**src/rtl/tick_scheduler_if.sv**
```systemverilog
// Configuration and event-delivery bus of tick_scheduler.
// master = scheduler side, slave = client (configuring agent and event consumer).
interface tick_scheduler_if #(
    parameter int unsigned N_CH = 4,
    parameter int unsigned PW   = 8
);
    localparam int unsigned CW = $clog2(N_CH);

    logic            cfg_we;
    logic [CW-1:0]   cfg_ch;
    logic [PW-1:0]   cfg_period;
    logic            tick;
    logic            evt_valid;
    logic [CW-1:0]   evt_ch;
    logic            evt_ready;
    logic [N_CH-1:0] overrun;

    modport master (
        input  cfg_we, cfg_ch, cfg_period, evt_ready,
        output tick, evt_valid, evt_ch, overrun
    );

    modport slave (
        output cfg_we, cfg_ch, cfg_period, evt_ready,
        input  tick, evt_valid, evt_ch, overrun
    );
endinterface

```
**src/rtl/tick_scheduler.sv**
```systemverilog
// Shared slow time base: prescaled tick, N_CH periodic channels, round-robin event delivery.
// Define TICK_SCHED_OVERRUN_EN to build the sticky per-channel overrun flags.
module tick_scheduler #(
    parameter int unsigned F_CLK  = 50000000,
    parameter int unsigned F_TICK = 1000,
    parameter int unsigned N_CH   = 4,
    parameter int unsigned PW     = 8
) (
    input logic              clk,
    input logic              rst,
    tick_scheduler_if.master bus
);
    localparam int unsigned N  = F_CLK / F_TICK;
    localparam int unsigned CW = $clog2(N_CH);
    localparam int unsigned DW = $clog2(N);
    localparam logic [DW-1:0] PRESC_MAX = DW'(N - 1);

    typedef enum logic {IDLE, PRESENT} state_t;

    state_t          state, state_nx;
    logic [DW-1:0]   presc;
    logic            tick_q;
    logic [PW-1:0]   period [N_CH];
    logic [PW-1:0]   count  [N_CH];
    logic [N_CH-1:0] pending, pending_nx;
    logic [N_CH-1:0] wr_sel, hs_sel, latched, expire;
    logic            hs;
    logic            grant_vld;
    logic [CW-1:0]   grant;
    logic [CW-1:0]   ptr, ptr_nx;
    logic [CW-1:0]   evt_ch_q, evt_ch_nx;

    always_ff @(posedge clk) begin
        if (!rst) begin
            presc  <= PRESC_MAX;
            tick_q <= 1'b0;
        end else begin
            tick_q <= (presc == '0);
            presc  <= (presc == '0) ? PRESC_MAX : presc - 1'b1;
        end
    end

    // A write on a channel masks its expiry that cycle; the written value wins.
    always_comb begin
        wr_sel  = '0;
        hs_sel  = '0;
        latched = '0;
        expire  = '0;
        hs      = (state == PRESENT) && bus.evt_ready;
        for (int unsigned i = 0; i < N_CH; i++) begin
            wr_sel[i]  = bus.cfg_we && (32'(bus.cfg_ch) == i);
            latched[i] = (state == PRESENT) && (32'(evt_ch_q) == i);
            hs_sel[i]  = hs && latched[i];
            expire[i]  = tick_q && (period[i] != '0) && (count[i] == PW'(1)) && !wr_sel[i];
        end
    end

    always_comb begin
        pending_nx = pending;
        for (int unsigned i = 0; i < N_CH; i++) begin
            if (hs_sel[i])
                pending_nx[i] = 1'b0;
            if (wr_sel[i] && !latched[i])
                pending_nx[i] = 1'b0;
            if (expire[i])
                pending_nx[i] = 1'b1;
        end
    end

    always_ff @(posedge clk) begin
        if (!rst) begin
            pending <= '0;
            for (int unsigned i = 0; i < N_CH; i++) begin
                period[i] <= '0;
                count[i]  <= '0;
            end
        end else begin
            pending <= pending_nx;
            for (int unsigned i = 0; i < N_CH; i++) begin
                if (wr_sel[i]) begin
                    period[i] <= bus.cfg_period;
                    count[i]  <= bus.cfg_period;
                end else if (tick_q && (period[i] != '0)) begin
                    count[i] <= (count[i] == PW'(1)) ? period[i] : count[i] - 1'b1;
                end
            end
        end
    end

    // First pending channel at or after ptr; a channel being rewritten is skipped.
    always_comb begin : arb_pick
        int unsigned idx;
        idx       = 0;
        grant_vld = 1'b0;
        grant     = '0;
        for (int unsigned k = 0; k < N_CH; k++) begin
            idx = (32'(ptr) + k) % N_CH;
            if (!grant_vld && pending[CW'(idx)] && !wr_sel[CW'(idx)]) begin
                grant_vld = 1'b1;
                grant     = CW'(idx);
            end
        end
    end

    always_ff @(posedge clk) begin
        if (!rst) begin
            state    <= IDLE;
            ptr      <= '0;
            evt_ch_q <= '0;
        end else begin
            state    <= state_nx;
            ptr      <= ptr_nx;
            evt_ch_q <= evt_ch_nx;
        end
    end

    always_comb begin
        state_nx  = state;
        ptr_nx    = ptr;
        evt_ch_nx = evt_ch_q;
        case (state)
            IDLE: begin
                if (grant_vld) begin
                    evt_ch_nx = grant;
                    state_nx  = PRESENT;
                end
            end
            PRESENT: begin
                if (bus.evt_ready) begin
                    ptr_nx   = (32'(evt_ch_q) == N_CH - 1) ? '0 : evt_ch_q + 1'b1;
                    state_nx = IDLE;
                end
            end
            default: state_nx = IDLE;
        endcase
    end

`ifdef TICK_SCHED_OVERRUN_EN
    logic [N_CH-1:0] overrun_q;

    always_ff @(posedge clk) begin
        if (!rst)
            overrun_q <= '0;
        else
            overrun_q <= (overrun_q & ~wr_sel) | (expire & pending & ~hs_sel);
    end

    assign bus.overrun = overrun_q;
`else
    assign bus.overrun = '0;
`endif

    assign bus.tick      = tick_q;
    assign bus.evt_valid = (state == PRESENT);
    assign bus.evt_ch    = evt_ch_q;
endmodule

```
**src/flat_wrapper.sv**
```systemverilog
// flat-port wrapper written by rule: the top's interface ports become plain ports
module tick_scheduler_flat 
#(
    parameter int unsigned F_CLK  = 50000000,
    parameter int unsigned F_TICK = 1000,
    parameter int unsigned N_CH   = 4,
    parameter int unsigned PW     = 8
)
  (clk, rst, bus_cfg_we, bus_cfg_ch, bus_cfg_period, bus_evt_ready, bus_tick, bus_evt_valid, bus_evt_ch, bus_overrun);
  tick_scheduler_if #(.N_CH(N_CH), .PW(PW)) bus_i ();
  input logic clk;
  input logic rst;
  input wire logic [$bits(bus_i.cfg_we)-1:0] bus_cfg_we;
  input wire logic [$bits(bus_i.cfg_ch)-1:0] bus_cfg_ch;
  input wire logic [$bits(bus_i.cfg_period)-1:0] bus_cfg_period;
  input wire logic [$bits(bus_i.evt_ready)-1:0] bus_evt_ready;
  output wire logic [$bits(bus_i.tick)-1:0] bus_tick;
  output wire logic [$bits(bus_i.evt_valid)-1:0] bus_evt_valid;
  output wire logic [$bits(bus_i.evt_ch)-1:0] bus_evt_ch;
  output wire logic [$bits(bus_i.overrun)-1:0] bus_overrun;
  assign bus_i.cfg_we = bus_cfg_we;
  assign bus_i.cfg_ch = bus_cfg_ch;
  assign bus_i.cfg_period = bus_cfg_period;
  assign bus_i.evt_ready = bus_evt_ready;
  assign bus_tick = bus_i.tick;
  assign bus_evt_valid = bus_i.evt_valid;
  assign bus_evt_ch = bus_i.evt_ch;
  assign bus_overrun = bus_i.overrun;
  tick_scheduler #(.F_CLK(F_CLK), .F_TICK(F_TICK), .N_CH(N_CH), .PW(PW)) u_core (.clk(clk), .rst(rst), .bus(bus_i));
endmodule
```
**config.mk**
```make
export PLATFORM = sky130hd
export DESIGN_NAME = tick_scheduler_flat
export DESIGN_NICKNAME = d
export VERILOG_FILES = /design/src/rtl/tick_scheduler_if.sv /design/src/rtl/tick_scheduler.sv /design/src/flat_wrapper.sv
export SDC_FILE = /design/constraint.sdc
export NUM_CORES = 1
export LEC_CHECK = 0
export ABC_AREA = 0
export CAP_MARGIN = 20
export CORE_ASPECT_RATIO = 0.5
export CORE_MARGIN = 8
export CORE_UTILIZATION = 50
export DETAILED_ROUTE_END_ITERATION = 12
export GPL_TIMING_DRIVEN = 0
export PLACE_DENSITY = 0.69
export SLEW_MARGIN = 20
export SYNTH_ARGS = -nofsm -noshare
export SYNTH_HDL_FRONTEND = slang
export SYNTH_SLANG_ARGS = --single-unit
```
**constraint.sdc**
```tcl
create_clock -name clk -period 5.6 [get_ports clk]
set_input_delay 1.12 -clock clk [delete_from_list [all_inputs] [get_ports clk]]
set_output_delay 1.12 -clock clk [all_outputs]
set_load 0.03 [all_outputs]
```
==> summary.md, run 1 <==
| Metric | Value |
|---|---|
| Result of the run | `completed` |
| Top library cells by usage in the layout, fill and taps aside | `64 x edfxtp_1, 46 x nand2_1, 33 x o21ai_0` |
| FF-to-FF Start | `u_core.count[3][3]$_DFFE_PP_` |
| Prevailing post-synth register cell | `edfxtp_1` |
| Core Rows | `25` |
| Detail-routed net length per standard cell | `15.3 microns` |
| Core Region | `9350 sq um` |
| Max Transition Viols Final | `0` |
| Clock tree from TritonCTS | `done` |
| Die height | `85.1 microns` |
| Summed negative setup slack over all endpoints | `0 ns` |
| Category of the critical setup timing path | `in -> reg` |
| Cell count after synthesis | `472` |
| Placement-stage cell area | `5110 sq um` |
| Switching power | `340 uW` |
| Sequential-to-total area share from yosys stat | `0.511` |
| Total of cells resized after clock tree synthesis | `0` |
| Insertion delay to the later sink of the worst-skew pair | `0.34 ns` |
| Initial core utilization | `0.511` |
| Total detailed-routing wirelength | `9.65 mm` |
| Layout overhead on the synthesized area | `13.4%` |
| Remaining global-route overflow | `0` |
| Number of max-cap violations | `0` |
| Non-Filler Cell Area, Final | `5420 sq um` |
| Arrival time at the worst endpoint | `3.32 ns` |
| Shortest period the worst path allows | `3.23 ns` |
| Clock Root Buffer | `clkbuf_16` |
| Global-route usage over all layers | `0.154` |
| Routability congestion estimate from global placement | `0.858` |
| Worst setup startpoint | `bus_cfg_we` |
| Actual transition at the worst max-transition pin | `0.776 ns` |
| Share of synthesized flip-flops with an asynchronous set or reset | `0` |
| Nets | `530` |
| Die Span X | `154 microns` |
| Power density of the placed cells | `282 nW/um^2` |
| First-pass GRT wire length | `16.1 mm` |
| Library cells used by synthesis | `54` |
| Number of antenna diodes | `0` |
| Share of post-route cells with drive strength above 1 | `0.0728` |
| Part of the power in registers | `0.506` |
| Switching share of total power | `0.222` |
| Cell chain of the critical path | `clkdlybuf4s50_1, nand2_1, o21ai_1, buf_4, or3b_2, clkbuf_1, a211oi_1, or2_2` |
| Netlist area before placement | `4780 sq um` |
| Finished Core Util | `0.580` |
| Final setup violation count | `0` |
| Clock buffers created by TritonCTS | `9` |
| Residual DRC count | `0` |
| Area of the die | `13100 sq um` |
| Number of buffers added on ports | `16` |
| Detailed router's first-iteration violation count | `249` |
| Yosys reg bits | `90` |
| Mean instance size in the synthesized netlist | `10.1 sq um` |
| CP endpoint kind | `register` |
| Max-Slew Margin vs Limit | `0.482` |
| Worst clock skew | `0.00430 ns` |
| I/O pin count | `22` |
| Cell-internal power | `1.19 mW` |
| Count of synthesis-stage warnings from yosys | `0` |
| CTS max path bufs | `2` |
| Most frequent standard cell in the layout excluding fill and tap cells | `edfxtp_1` |
| Upper clock frequency limit | `309 MHz` |
| Buffer count from post-CTS setup fixing | `0` |
| Part of the power in combinational logic | `0.078` |
| Min-Delay Path Class | `reg -> reg` |
| Num Clock Sinks | `90` |
| Pin count of the biggest net entering global routing | `15` |
| Number of enable-type register cells in the synthesized netlist | `64` |
| Setup repair after global routing missed its margin | `no` |
| Remaining antenna violation count after routing | `0` |
| Worst hold start | `u_core.presc[0]$_SDFF_PP1_` |
| Clock edge transition at the registers on the reported setup and hold paths | `0.06 ns` |
| Number of vias per cell after detailed routing | `5.37` |
| Static leakage power | `2.00 nW` |
| Worst-case vdd ir drop | `0.163 mV` |
| Final Hold Viols | `0` |
| Delay of the slowest critical-path stage | `0.59 ns` |
| Detailed Place HPWL | `7.16 mm` |
| Post-route clock period utilization | `0.577` |
| Number of levels in the clock H-tree | `3` |
| Number of hold buffers added after CTS | `0` |
| Vias in the first global route | `3265` |
| Endpoint required time on the critical path | `5.69 ns` |
| Clock group share of total power | `0.416` |
| Via count | `3379` |
| Crit path launch type | `input pin` |
| Number of optimization iterations in the first detailed-route pass | `4` |
| Maximum fanout encountered on the critical timing path | `10` |
| Crit path max-delay cell type | `clkdlybuf4s50_1` |
| Number of antenna violations at the first check in global routing | `0` |
## registers in the layout (all words and copies together) (netlist names)
| signal | flops |
|---|---|
| u_core.bus.tick | 1 |
| u_core.bus.evt_ch | 2 |
| u_core.pending | 4 |
| u_core.count | 32 |
| u_core.presc | 16 |
| u_core.period | 32 |
| u_core.ptr | 2 |
| u_core.bus.evt_valid | 1 |
## worst max-delay path, delay by kind of cell
kind	cells	cell delay [ns]
compound gates	2	0.40
simple gates	3	0.61
buf+inv	3	1.18
## synthesized netlist by cell type (2+ instances only)
library cell / number / area share
xnor2_1: 22 / 0.040
buf_2: 2 / 0.0021
a211oi_1: 9 / 0.014
a21o_1: 3 / 0.0047
nand2_1: 46 / 0.036
and3_1: 4 / 0.0052
o22ai_1: 4 / 0.0052
nand4_1: 2 / 0.0026
mux2_2: 2 / 0.0047
or3_1: 10 / 0.013
dfxtp_1: 26 / 0.11
nor3b_1: 4 / 0.0063
or3b_2: 2 / 0.0037
buf_4: 4 / 0.0063
edfxtp_1: 64 / 0.40
or2_1: 3 / 0.0039
and2_1: 32 / 0.042
nor3_1: 18 / 0.019
nand3_1: 10 / 0.010
xor2_1: 5 / 0.0092
nor4_1: 14 / 0.018
nor2_1: 25 / 0.020
nand2b_1: 14 / 0.018
or2_2: 6 / 0.0079
o21ai_0: 34 / 0.036
inv_1: 16 / 0.013
mux2i_1: 2 / 0.0042
clkbuf_1: 11 / 0.0086
a31oi_1: 2 / 0.0026
ha_1: 13 / 0.034
or4_4: 2 / 0.0047
o21a_1: 2 / 0.0031
o21bai_1: 23 / 0.036
a21oi_1: 14 / 0.015
or4_1: 3 / 0.0047
## stage by stage
step                instances  worst slack (ns)  hold WS [ns]  total power, mW
finish                    629              2.37         0.396             1.53
global route              629              2.26         0.431             1.58
CTS                       629              2.37         0.401             1.54
detailed placement        613              2.02         0.386            0.905
global placement          612              1.21         0.381            0.902
floorplan                 475              2.25         0.371            0.864
## logic make-up after synthesis
group           count (synthesis)  share of synthesized area
compound gates                102                      0.138
xor+xnor                       27                     0.0495
fa+ha+maj                      13                     0.0340
buf+inv                        35                     0.0327
flops                          90                      0.511
mux                             4                    0.00890
other cells                     1                   0.000785
simple gates                  200                      0.225
## worst paths after layout
kind                                                          to  slack (ns)  depth (start not counted)
worst max-delay path            u_core.count[1][5]$_SDFFCE_PN0P_        2.37                          8
worst min-delay path                  u_core.presc[0]$_SDFF_PP1_        0.40                          1
worst max register to register      u_core.count[3][0]$_DFFE_PP_        3.28                          6
worst min register to register        u_core.presc[0]$_SDFF_PP1_        0.40                          1
## power by group through the flow
stage	Clock, mW	Combinational (mW)	Sequential [mW]
2_1_floorplan	0	0.0846	0.780
3_3_place_gp	0	0.116	0.786
3_5_place_dp	0	0.118	0.787
4_1_cts	0.649	0.119	0.773
5_1_grt	0.671	0.134	0.778
6_report	0.636	0.119	0.773
## per-layer routing
layer  GRT usage  wire [microns]  vias up  share of wire
li1            -               -     1764              -
met1       0.209            4920     1557           0.51
met2       0.235            4190       48           0.43
met3      0.0411             423       10          0.044
met4      0.0485             119        0          0.012
met5           0               0        -              0
## layout make-up
type | instances | area (sq um)
clock inverters | 5 | 78.8
well taps | 121 | 151
flip-flops and latches | 90 | 2440
fillers | 788 | 3930
plain buffers | 19 | 96.3
multi-input cells | 350 | 2190
clock buffers | 11 | 233
inverters | 16 | 60.1
repair buffers | 17 | 168
No activity file was read; power rests on OpenSTA's default activity.
==> run 2: changes to the inputs <==
--- a/config.mk
+++ b/config.mk
@@ -12,7 +12,7 @@
 export CORE_UTILIZATION = 50
 export DETAILED_ROUTE_END_ITERATION = 12
 export GPL_TIMING_DRIVEN = 0
-export PLACE_DENSITY = 0.69
+export PLACE_DENSITY = 0.72
 export SLEW_MARGIN = 20
 export SYNTH_ARGS = -nofsm -noshare
 export SYNTH_HDL_FRONTEND = slang
==> constraint.sdc (replaced) <==
create_clock -name clk -period 2.7 [get_ports clk]
set_input_delay 0.54 -clock clk [delete_from_list [all_inputs] [get_ports clk]]
set_output_delay 0.54 -clock clk [all_outputs]
set_load 0.03 [all_outputs]
==> run 2 against run 1 <==
Compared with the run above:
- first-iteration DRC count decreased by 12%
- critical path depth decreased by 3
- final cell count increased by 0.16%
- highest routed layer unchanged
==> summary.md, run 2 (same netlist as run 1, synthesis figures left out) <==
| Metric | Value |
|---|---|
| Final setup violation count | `0 (unchanged)` |
| Crit path max-delay cell type | `clkdlybuf4s50_1` |
| Clock edge transition at the registers on the reported setup and hold paths | `0.06 ns (about the same)` |
| Num Clock Sinks | `90 (unchanged)` |
| Endpoint required time on the critical path | `2.71 ns (-2.98 ns)` |
| Nets | `531 (+0.19%)` |
| Core Rows | `25 (unchanged)` |
| Largest registers in the final layout | `u_core.count (32), u_core.period (32), u_core.presc (16)` |
| Most frequent standard cell in the layout excluding fill and tap cells | `edfxtp_1` |
| Min-Delay Path Class | `reg -> reg` |
| Pin count of the biggest net entering global routing | `17 (+2)` |
| Routability congestion estimate from global placement | `0.846 (-1.4%)` |
| Post-route clock period utilization | `0.916` |
| Area of the die | `13100 sq um (unchanged)` |
| Detailed Place HPWL | `7.04 mm (-1.7%)` |
| Setup repair after global routing missed its margin | `no` |
| Worst clock skew | `0.00826 ns (+0.00397 ns)` |
| Hold slack final | `0.398 ns (+0.00254 ns)` |
| Core Region | `9350 sq um (unchanged)` |
| Cells on Worst Hold Path | `1 (unchanged)` |
| Result of the run | `completed` |
| Number of antenna diodes | `0 (unchanged)` |
| Total design power | `3.13 mW (+100%)` |
| Category of cells accounting for the largest share of critical-path delay | `simple AND/OR/NAND/NOR gates` |
| Residual DRC count | `0 (unchanged)` |
| Maximum fanout encountered on the critical timing path | `10 (unchanged)` |
| Detail-routed net length per standard cell | `15.3 microns (-0.20%)` |
| Shortest period the worst path allows | `2.47 ns` |
| Die Span X | `154 microns (unchanged)` |
| Initial core utilization | `0.511 (unchanged)` |
| Category of the critical setup timing path | `in -> reg` |
| Number of hold buffers added after CTS | `0 (unchanged)` |
| Die height | `85.1 microns (unchanged)` |
| Cell chain of the critical path | `clkdlybuf4s50_1, or3b_2, clkbuf_1, nand2_1, a21o_1` |
| Power density of the placed cells | `576 nW/um^2 (+100%)` |
| FF-to-FF path depth | `6 (unchanged)` |
| Crit path launch type | `input pin` |
| Static leakage power | `1.99 nW (-0.26%)` |
| CP endpoint kind | `register` |
| Placement-stage cell area | `5100 sq um (-0.15%)` |
| Number of vias per cell after detailed routing | `5.48 (+2.1%)` |
| CTS max path bufs | `2 (unchanged)` |
| Remaining antenna violation count after routing | `0 (unchanged)` |
| Total detailed-routing wirelength | `9.65 mm (about the same)` |
| Via count | `3455 (+2.2%)` |
| Actual transition at the worst max-transition pin | `0.746 ns (-0.0295 ns)` |
| Clock tree from TritonCTS | `done` |
| Total stage count of the critical path | `5 (-3)` |
| Final std cells w/o fill | `630 (+0.16%)` |
| Number of optimization iterations in the first detailed-route pass | `4 (unchanged)` |
| I/O pin count | `22 (unchanged)` |
| Final Hold Viols | `0 (unchanged)` |
| Upper clock frequency limit | `405 MHz` |
| Non-Filler Cell Area, Final | `5430 sq um (+0.18%)` |
| Max-Slew Margin vs Limit | `0.501 (+0.0197)` |
| Number of max-cap violations | `0 (unchanged)` |
| Layout overhead on the synthesized area | `13.6%` |
| Post-Place Cells | `612 (-0.16%)` |
| Placement-stage worst setup slack | `-0.683 ns (-2.70 ns)` |
| Share of post-route cells with drive strength above 1 | `0.0786 (+0.00575)` |
| Final worst slack | `0.228 ns (-2.14 ns)` |
| Delay of the slowest critical-path stage | `0.61 ns (+0.02 ns)` |
| Number of buffer and inverter instances along the worst setup path | `2 (-1)` |
| Number of buffers added on ports | `16 (unchanged)` |
| Arrival time at the worst endpoint | `2.48 ns (-0.84 ns)` |
| Vias in the first global route | `3306 (+1.3%)` |
| Remaining global-route overflow | `0 (unchanged)` |
| Top library cells by usage in the layout, fill and taps aside | `64 x edfxtp_1, 46 x nand2_1, 33 x o21ai_0` |
| Number of levels in the clock H-tree | `3 (unchanged)` |
| Clock buffers created by TritonCTS | `9 (unchanged)` |
| Max Transition Viols Final | `0 (unchanged)` |
| Global-route usage over all layers | `0.154 (-0.000169)` |
| Worst-case vdd ir drop | `0.318 mV (+95%)` |
| Insertion delay to the later sink of the worst-skew pair | `0.34 ns (about the same)` |
| Clock Root Buffer | `clkbuf_16` |
| First-pass GRT wire length | `16.2 mm (+0.68%)` |
| Number of antenna violations at the first check in global routing | `0 (unchanged)` |
| Detailed router's first-iteration violation count | `219 (-12%)` |
## run 2: through the flow
stage,util,setup TNS (ns)
6_report,0.581,0
5_1_grt,0.581,0
4_1_cts,0.579,0
3_5_place_dp,0.546,-6.81
3_3_place_gp,0.546,-6.14
2_1_floorplan,-,0
## run 2: timing repair
item	4_1_cts	5_1_grt
pin swaps	0	1
gates resized for setup	2	0
setup buffers	0	2
endpoints found under the setup margin	8	2
## run 2: layout make-up
type / instances / area [sq um]
multi-input combinational: 350 / 2200
clock buffer: 10 / 229
buffer: 19 / 96.3
tap: 121 / 151
fill: 773 / 3920
timing repair buffer: 18 / 175
clock inverter: 6 / 73.8
inverter: 16 / 60.1
sequential: 90 / 2440
## run 2: where the power goes
group | switching [mW] | internal (mW)
Combinational | 0.147 | 0.104
Sequential | 0.0507 | 1.55
Clock | 0.543 | 0.729
## run 2: worst register-to-register path, delay by kind of cell, from the launching register on
family	cells	cell delay, ns
buffers and inverters	2	0.36
DFF	1	0.46
and+or+nand+nor	2	0.96
AOI/OAI and AO/OA	2	0.27
## run 2: path summary, 6_finish.rpt
path	from	end	slack [ns]
setup / recovery	bus_cfg_we	u_core.count[0][6]$_SDFFCE_PN0P_	0.23
hold reg to reg	u_core.presc[0]$_SDFF_PP1_	u_core.presc[0]$_SDFF_PP1_	0.40
setup reg to reg	u_core.count[1][3]$_SDFFCE_PN0P_	u_core.count[1][3]$_SDFFCE_PN0P_	0.40
hold / removal	u_core.presc[0]$_SDFF_PP1_	u_core.presc[0]$_SDFF_PP1_	0.40
## run 2: metal layers
layer | share of wire | global-route usage
met4 | 0.012 | 0.0521
met1 | 0.49 | 0.196
met5 | 0 | 0
met3 | 0.047 | 0.0436
met2 | 0.45 | 0.248
